--- src/rtl/fir_tap_sequencer.sv ---
`timescale 1ns/1ps
// -----------------------------------------------------------------------------
// fir_tap_sequencer
//
// Initiator side of the FIR tap-count handshake. One input sample is accepted
// per transaction and written into a circular delay line. The sequencer then
// runs NUM_TAPS multiply-accumulate cycles and drives the sample/coefficient
// addresses and the MAC controls. It also drives an external tap counter and
// uses that counter's flag as the end-of-taps acknowledge. The result is then
// presented with a valid/ready handshake.
//
// Transaction flow: IDLE -> CLEAR (1) -> RUN (NUM_TAPS) -> DRAIN -> OUT -> IDLE
//
// Optional feature macro: FIR_SEQ_FLAG_CHECK_EN
//   Defined   : the handshake with the tap counter is checked and a sticky err
//               is raised on a protocol violation. DRAIN then stops waiting
//               for cnt_flag, so the sequencer cannot hang.
//   Undefined : err is tied 0 and DRAIN waits for cnt_flag indefinitely.
//
// Parameters
//   ADDR_W    width of delay-line and coefficient addresses
//   NUM_TAPS  filter length, 2..256 and <= 2**ADDR_W
//   PIPE_LAT  MAC pipeline latency after the last mac_en, 0..15
//
// Ports
//   clk        in   rising-edge clock
//   reset_n    in   asynchronous active-low reset
//   in_valid   in   input sample available
//   in_ready   out  sequencer can accept a sample (registered)
//   wr_en      out  delay-line write strobe (in_valid & in_ready)
//   wr_addr    out  delay-line write address
//   rd_addr    out  delay-line read address for the current tap
//   coef_addr  out  coefficient index (current tap)
//   acc_clr    out  clear accumulator
//   mac_en     out  accumulate current product
//   cnt_reset  out  tap counter reset
//   cnt_start  out  tap counter count enable
//   cnt_num    out  tap counter terminal value (NUM_TAPS-1, 8 bits)
//   cnt_flag   in   tap counter terminal flag
//   out_valid  out  filter result valid
//   out_ready  in   downstream accepts the result
//   busy       out  high in every state except IDLE
//   err        out  sticky handshake error
// -----------------------------------------------------------------------------
module fir_tap_sequencer #(
    parameter int unsigned ADDR_W   = 8,
    parameter int unsigned NUM_TAPS = 16,
    parameter int unsigned PIPE_LAT = 2
) (
    input  logic              clk,
    input  logic              reset_n,
    input  logic              in_valid,
    output logic              in_ready,
    output logic              wr_en,
    output logic [ADDR_W-1:0] wr_addr,
    output logic [ADDR_W-1:0] rd_addr,
    output logic [ADDR_W-1:0] coef_addr,
    output logic              acc_clr,
    output logic              mac_en,
    output logic              cnt_reset,
    output logic              cnt_start,
    output logic [7:0]        cnt_num,
    input  logic              cnt_flag,
    output logic              out_valid,
    input  logic              out_ready,
    output logic              busy,
    output logic              err
);

    // Zero pipeline latency still needs one DRAIN cycle to sample cnt_flag.
    localparam int unsigned      DrainCyc  = (PIPE_LAT == 0) ? 1 : PIPE_LAT;
    localparam logic [3:0]       DrainLast = 4'(DrainCyc - 1);
    localparam logic [ADDR_W-1:0] LastTap  = ADDR_W'(NUM_TAPS - 1);
    localparam logic [ADDR_W-1:0] AddrOne  = ADDR_W'(1);
    localparam logic [7:0]       CntNum    = 8'(NUM_TAPS - 1);

    typedef enum logic [2:0] {
        StIdle,
        StClear,
        StRun,
        StDrain,
        StOut
    } state_e;

    state_e            state_q, state_d;
    logic [ADDR_W-1:0] wr_ptr_q, wr_ptr_d;
    logic [ADDR_W-1:0] base_q, base_d;
    logic [ADDR_W-1:0] tap_q, tap_d;
    logic [3:0]        drain_q, drain_d;
    logic              in_ready_q, in_ready_d;

    logic              accept;
    logic              flag_ok;
    logic              in_run;
    logic [ADDR_W-1:0] rd_calc;

    assign accept = in_valid & in_ready_q;
    assign in_run = (state_q == StRun);

    // --------------------------------------------------------------------
    // Optional handshake checker. tap_q and drain_q act as the shadow of the
    // external counter: the flag must stay low through CLEAR and RUN and must
    // be high by the first DRAIN cycle.
    // --------------------------------------------------------------------
`ifdef FIR_SEQ_FLAG_CHECK_EN
    logic err_q;
    logic err_set;

    assign err_set = ((state_q == StClear || state_q == StRun) && cnt_flag) ||
                     ((state_q == StDrain) && (drain_q == 4'd0) && !cnt_flag);

    // Once an error is seen the flag is no longer trusted; DRAIN exits on its
    // own cycle count.
    assign flag_ok = cnt_flag | err_q | err_set;

    always_ff @(posedge clk or negedge reset_n) begin
        if (!reset_n) begin
            err_q <= 1'b0;
        end else if (err_set) begin
            err_q <= 1'b1;
        end
    end

    assign err = err_q;
`else
    assign flag_ok = cnt_flag;
    assign err     = 1'b0;
`endif

    // --------------------------------------------------------------------
    // State register
    // --------------------------------------------------------------------
    always_ff @(posedge clk or negedge reset_n) begin
        if (!reset_n) begin
            state_q    <= StIdle;
            wr_ptr_q   <= '0;
            base_q     <= '0;
            tap_q      <= '0;
            drain_q    <= 4'd0;
            in_ready_q <= 1'b0;
        end else begin
            state_q    <= state_d;
            wr_ptr_q   <= wr_ptr_d;
            base_q     <= base_d;
            tap_q      <= tap_d;
            drain_q    <= drain_d;
            in_ready_q <= in_ready_d;
        end
    end

    // --------------------------------------------------------------------
    // Next-state and control outputs
    // --------------------------------------------------------------------
    always_comb begin
        state_d    = state_q;
        wr_ptr_d   = wr_ptr_q;
        base_d     = base_q;
        tap_d      = tap_q;
        drain_d    = drain_q;
        in_ready_d = in_ready_q;
        acc_clr    = 1'b0;
        mac_en     = 1'b0;
        cnt_reset  = 1'b0;
        cnt_start  = 1'b0;
        out_valid  = 1'b0;

        unique case (state_q)
            StIdle: begin
                in_ready_d = 1'b1;
                if (accept) begin
                    base_d     = wr_ptr_q;
                    wr_ptr_d   = (wr_ptr_q == LastTap) ? '0 : wr_ptr_q + AddrOne;
                    in_ready_d = 1'b0;
                    state_d    = StClear;
                end
            end

            StClear: begin
                acc_clr   = 1'b1;
                cnt_reset = 1'b1;
                tap_d     = '0;
                drain_d   = 4'd0;
                state_d   = StRun;
            end

            StRun: begin
                mac_en    = 1'b1;
                cnt_start = 1'b1;
                if (tap_q == LastTap) begin
                    tap_d   = '0;
                    state_d = StDrain;
                end else begin
                    tap_d = tap_q + AddrOne;
                end
            end

            StDrain: begin
                // Count the pipeline latency first, then wait for the flag.
                if (drain_q != DrainLast) begin
                    drain_d = drain_q + 4'd1;
                end else if (flag_ok) begin
                    drain_d = 4'd0;
                    state_d = StOut;
                end
            end

            StOut: begin
                out_valid = 1'b1;
                if (out_ready) begin
                    in_ready_d = 1'b1;
                    state_d    = StIdle;
                end
            end

            default: begin
                state_d = StIdle;
            end
        endcase
    end

    // --------------------------------------------------------------------
    // Read address: (base - tap) mod NUM_TAPS. When tap > base the result is
    // base + (NUM_TAPS - tap), which is below NUM_TAPS and so fits ADDR_W.
    // --------------------------------------------------------------------
    always_comb begin
        if (base_q >= tap_q) begin
            rd_calc = base_q - tap_q;
        end else begin
            rd_calc = base_q + (LastTap - tap_q) + AddrOne;
        end
    end

    assign in_ready  = in_ready_q;
    assign wr_en     = accept;
    assign wr_addr   = wr_ptr_q;
    assign rd_addr   = in_run ? rd_calc : '0;
    assign coef_addr = in_run ? tap_q : '0;
    assign cnt_num   = CntNum;
    assign busy      = (state_q != StIdle);

endmodule

--- config.mk ---
export PLATFORM = sky130hd
export DESIGN_NAME = fir_tap_sequencer
export DESIGN_NICKNAME = d
export VERILOG_FILES = /design/src/rtl/fir_tap_sequencer.sv
export SDC_FILE = /design/constraint.sdc
export NUM_CORES = 1
export LEC_CHECK = 0
export ABC_AREA = 1
export CAP_MARGIN = 20
export CELL_PAD_IN_SITES_DETAIL_PLACEMENT = 1
export CELL_PAD_IN_SITES_GLOBAL_PLACEMENT = 1
export CORE_AREA = 2 2 109 90
export DETAILED_ROUTE_END_ITERATION = 8
export DIE_AREA = 0 0 111 92
export GPL_ROUTABILITY_DRIVEN = 0
export PLACE_DENSITY = 0.73
export SLEW_MARGIN = 25
export SYNTH_ARGS = -nofsm -noshare
export SYNTH_HDL_FRONTEND = slang
export SYNTH_SLANG_ARGS = --single-unit
export TNS_END_PERCENT = 100
--- constraint.sdc ---
create_clock -name clk -period 2.4 [get_ports clk]
set_input_delay 0.24 -clock clk [delete_from_list [all_inputs] [get_ports clk]]
set_output_delay 0.24 -clock clk [all_outputs]
set_load 0.02 [all_outputs]
==> key figures <==
CTS
  – Reg clk slew, reported paths: roughly 0.050 ns
  – Clk sinks: 32
  – TritonCTS clock tree: done
  – H-tree level count: 2
  – CTS root buffer: clkbuf_16
  – Bufs on Longest Clock Path: 2
  – Clk Latency, worst-skew pair: between 0.2 and 0.3 ns
  – CTS buffer count: 5

Synth
  – Synth Flop Type: dfrtp_1
  – Post-Synth Simple-Gate Area: 0.342
  – Syn Std Cell Area: about 2700 um^2
  – Syn Area/Cell: between 7 and 8 um^2
  – Synth Area in Compound Gates: 0.0629
  – Largest family of logic cells by synthesized area: simple AND/OR/NAND/NOR gates
  – YS warnings: 0
  – #FFs+latches synth: 32
  – Sequential cell area fraction in the yosys report: 0.300
  – Post-synthesis mux area share: 0.00375
  – Post-synth EDFFs: 0
  – Distinct cells, synth: 35
  – Adder-Cell Fraction of Synth Area: 0.134
  – Cell count after synthesis: 365
  – Async S/R FF share, synth: 1.00
  – Xor/xnor share of the synthesized area: 0.0263

Timing
  – Final Max Slew Viols: 0
  – RSZ-0062 raised after global routing: true
  – Fmax: 0.406 GHz
  – Period utilisation layout: 1.03
  – Hold Slack: approximately 0.37 ns
  – Final Skew: ~0.0028 ns
  – Setup TNS: -0.131 ns
  – Final setup vio count: 4
  – Minimum clock period: 2.46 ns
  – Final Hold Vio Count: 0
  – Final setup margin: -0.0614 ns

Placement
  – Port bufs: 36
  – Detail Placement HPWL: between 6000 and 7000 um
  – Placed Area: about 3500 um^2

Floorplan
  – Core ar.: slightly above 9000 um^2
  – Die Ht: 92 um
  – Row cnt: 32
  – Initial core utilization: 0.288
  – # IOs: 46
  – Die area: about 10000 um^2
  – Width of the die: ~110 um

Critical path
  – Crit path DAT: ~2.2 ns
  – Slowest cell on the critical path: fa_2
  – Slowest cell delay on critical path: around 0.56 ns
  – Worst Setup SP: base_q[5]
  – RR Startpoint: state_q[0]
  – Sum of buffers and inverters on the critical path: 2
  – Worst EP required: 2.16 ns
  – Critical Path, Cell by Cell: ha_4 > fa_2 > nand2_2 > inv_2 > nand4_1 > nand2_1 > nand2_1 > nand3_2 > nand2_1 > nor2_1 > buf_4
  – WS Path Type: flip-flop to output port
  – Most repeated library cell on the critical path: nand2_1
  – Largest delay contributor family on the critical path: adder cells
  – Crit. End Element: output port
  – Worst Path Max Fanout: 3
  – Startpoint types: flip-flop

GRT
  – First-pass GRT wire length: 13800 um
  – Grt ovf: 0
  – Vias in the first global route: approximately 2900
  – Total GRT Usage: 0.166
  – Initial antenna violation count: 0
  – Largest net degree at the start of global routing: 33

Route
  – Initial DRC Count: between 70 and 80
  – Final WL: approximately 8500 um
  – Vias: about 2700
  – Routed len/inst: between 10 and 15 um
  – Vias per inst: between 4 and 5
  – Detailed-route DRC error count: 0
  – First-pass DRT Iterations: 4
  – DRT antenna net count: 0

Power
  – Internal: 2950 uW
  – Flop pwr share: 0.164
  – Comb power frac: 0.724
  – P_sw: between 2000 and 3000 uW
  – PD cells: ~1400 nW/um^2
  – Static Leakage: between 0.002 and 0.0025 uW
  – Total power: between 5000 and 6000 uW
  – Clock power frac: 0.112
  – Worst vdd rail ir drop: about 0.5 mV
  – Sw frac: 0.483

Final layout
  – Nets: around 500
  – Most common cell after layout, fill and taps aside: nand2_1
  – Most frequent cells in the layout: nand2_1, buf_4, inv_1, nor2_1, dfrtp_1
  – Ant diodes: 0
  – Share of post-route cells with drive strength above 1: 0.314
  – Fill count: between 1000 and 1500
  – Fin area: about 4000 um^2
  – Layout area overhead: 48.2%

Run status
  – Status: finished, violations left
  – Failing checks: setup timing

Flow run
  – Max-cap viol count: 0

Hold path
  – Min-Delay Path Class: input port to asynchronous set/reset pin
through the flow:
stage / utilization / std cells / worst slack [ns]
global route: 0.427 / 591 / -0.213
finish: 0.427 / 591 / -0.0614
global placement: 0.380 / 568 / -0.235
detailed placement: 0.380 / 568 / -0.315
floorplan: - / 372 / 0.169
CTS: 0.411 / 582 / -0.0828
sequential cells by signal (all words and copies together) (netlist names):
| signal | count |
|---|---|
| drain_q | 4 |
| state_q | 3 |
| in_ready | 1 |
| base_q | 8 |
| tap_q | 8 |
| wr_addr | 8 |
worst reg2reg max path, delay by kind of cell, from the launching register on:
kind                   cells  cell delay [ns]
AND/OR/NAND/NOR            5             0.89
flip-flops                 1             0.42
buffers and inverters      1             0.17
area by class of cell:
cell class / count / area, um^2 / share of cell area
repair buffers: 107 / 890 / 0.225
flip-flops and latches: 32 / 805 / 0.204
multi-input cells: 264 / 1730 / 0.439
well taps: 119 / 149 / 0.0377
inverters: 61 / 229 / 0.0579
clock buffers: 8 / 146 / 0.0370
what timing repair did:
action,in CTS,in global routing
hold buffers,0,0
pin swaps,18,16
gates resized for setup,63,24
setup buffers,6,10
setup endpoints to repair,8,6
cell families after synthesis:
kind of cell | after synthesis
flip-flops | 32
XOR/XNOR | 8
AND/OR/NAND/NOR | 190
buffers and inverters | 76
AO/OA/AOI/OAI | 31
adder cells (fa/ha/maj) | 25
multiplexers | 1
other | 2
synthesized netlist by cell type (3+ instances only):
cell type   n  area [um^2]
nor2_4      3         33.8
inv_1      55          206
nand3_1    32          160
o21ai_0    13         65.1
nand2_1    92          345
fa_1        6          120
nand2_2     5         31.3
inv_2       6         22.5
buf_4      12         90.1
nor2_1     34          128
o21ai_1     3         15.0
a21oi_1     9         45.0
nor3_1      4         20.0
dfrtp_1    32          801
o22ai_1     3         18.8
nand4_1     8         50.1
ha_1       19          238
xor2_1      6         52.6
final timing paths:
kind	to	slack, ns	depth (start not counted)
worst max-delay path	rd_addr[7]	-0.06	11
worst min-delay path	tap_q[7]	0.37	2
worst max register to register	wr_addr[3]	0.81	6
worst min register to register	drain_q[3]	0.50	1
max in group asynchronous	base_q[7]	1.70	2
min in group clk	drain_q[3]	0.50	1
power groups by stage:
stage	logic (uW)	registers (uW)	clock network [uW]
floorplan	2100	944	0
global placement	3510	902	0
detailed placement	3640	912	0
CTS	3920	922	647
global route	4530	965	674
finish	4130	934	638
metal layers:
metal / vias to the layer above / global-route usage / part of all wire / wire length, um
li1: 1344 / - / - / -
met1: 1339 / 0.194 / 0.43 / 3680
met2: 35 / 0.321 / 0.52 / 4470
met3: 12 / 0.0297 / 0.028 / 238
met4: 0 / 0.0302 / 0.014 / 123
met5: - / 0 / 0 / 0
(Power assumes the default switching activity.)
==> edit, RTL diff (same flow settings) <==
Set the parameter `ADDR_W` to 7 (it was 8).
--- a/src/rtl/fir_tap_sequencer.sv
+++ b/src/rtl/fir_tap_sequencer.sv
@@ -44,5 +44,5 @@
 // -----------------------------------------------------------------------------
 module fir_tap_sequencer #(
-    parameter int unsigned ADDR_W   = 8,
+    parameter int unsigned ADDR_W   = 7,
     parameter int unsigned NUM_TAPS = 16,
     parameter int unsigned PIPE_LAT = 2
Interface: changed (resized coef_addr, rd_addr and wr_addr); port bits go from 46 to 43. No check against the original RTL was run, so the function may have changed too.
==> edit against the original RTL <==
Highest routed layer unchanged. Worst setup slack better by 94 ps. Total power is 12% lower. Synthesized area is 15% lower. Sequential cell count is 3 lower. Largest cell class unchanged. Non-clock buffer count is 30 lower. Clock skew is 2.1 ps higher. Register-to-register slack worse by 130 ps. Cell area is 16% lower. Via count is 21% lower. Global-route usage is 2.6 points lower. Routed wire length is 19% lower.
==> edit: results (changes against the original RTL) <==
stage;metric;value;unit;change
global_route;Total Routing Usage GR;14.0;%;-2.6 points
global_route;vias in the first global route;2329;;-19%
detailed_routing;Metal-1 WL;3170;µm;-14%
synth;top post-synthesis cells by count;60 x nand2_1, 45 x inv_1, 29 x dfrtp_1, 26 x nor2_1, 17 x ha_1;;
detailed_routing;WL/cell;14.1;µm;-1.8%
critical_path;crit-path max FO;2;;-1
placed_design;setup slack at placement;-266;ps;+49.2 ps
critical_path;FF-to-FF path depth;11;;+5
run_status;status;finished, final reports clean;;
placed_design;Placed Instances;476;;-16%
detailed_routing;WL met3;254;µm;+6.7%
detailed_routing;DR iter-0 viols;78;;+9.9%
global_route;GRT met2 Usage;24.1;%;-8.0 points
placed_design;DPL Wire Length;5290;µm;-17%
final_layout;share of cells above drive strength 1;28.0;%;-3.3 points
final_layout;fin area;0.00332;mm²;-16%
placed_design;I/O Buffers;33;;-8.3%
placed_design;DP Area;0.00296;mm²;-16%
synth;Avg Inst Size Synth;7.77;µm²;+6.3%
clocking;Post-CTS Setup Repair Bufs;2;;-4
pwr;Internal;0.00271;W;-8.0%
critical_path;Crit-path slowest cell;dfrtp_1;;
final_layout;fillers;1105;;-3.1%
pwr;Peak VDD IR;0.000560;V;+9.6%
critical_path;Max stage delay on crit path;360;ps;-200 ps
final_layout;NumNets Final;397;;-21%
synth;Yosys cell types;33;;-5.7%
-- edit: final cells by class --
class	instances	share of cell area, %
sequential	29	21.9
tap	119	4.49
inverter	51	5.92
clock inverter	1	0.905
timing repair buffer	77	19.8
multi-input combinational	206	42.7
clock buffer	7	4.30
-- edit: worst paths after layout --
| kind | from | endpoint | slack (ps) |
|---|---|---|---|
| max | tap_q[1]$_DFFE_PN0P_ | rd_addr[5] | 30 |
| min reg2reg | wr_addr[0]$_DFFE_PN0P_ | wr_addr[0]$_DFFE_PN0P_ | 530 |
| min | reset_n | base_q[2]$_DFFE_PN0P_ | 350 |
| max in group asynchronous | reset_n | state_q[0]$_DFFE_PN0P_ | 1760 |
| max reg2reg | tap_q[1]$_DFFE_PN0P_ | state_q[0]$_DFFE_PN0P_ | 680 |
| min in group clk | wr_addr[0]$_DFFE_PN0P_ | wr_addr[0]$_DFFE_PN0P_ | 530 |
-- edit: kinds of logic (layout without fill, tap and decap cells) --
kind of cell	after synthesis	in the layout	synth area share, %
compound gates	43	43	10.6
xor+xnor	12	12	4.62
fa+ha+maj	22	22	13.7
buf+inv	65	136	13.3
flops	29	29	31.9
other cells	2	9	0.330
simple gates	120	120	25.5
-- edit: critical path, delay by kind of cell (launching register included) --
kind	cells	cell delay (ps)
AND/OR/NAND/NOR	4	380
flip-flops	1	360
AO/OA/AOI/OAI	1	110
adder cells (fa/ha/maj)	3	730
buffers and inverters	3	260
-- edit: power groups by stage --
stage / Sequential, W / Clock [W] / Combinational (W)
floorplan: 0.000824 / 0 / 0.00182
global placement: 0.000785 / 0 / 0.00304
detailed placement: 0.000796 / 0 / 0.00313
CTS: 0.000794 / 0.000758 / 0.00324
global route: 0.000823 / 0.000779 / 0.00388
finish: 0.000798 / 0.000744 / 0.00351
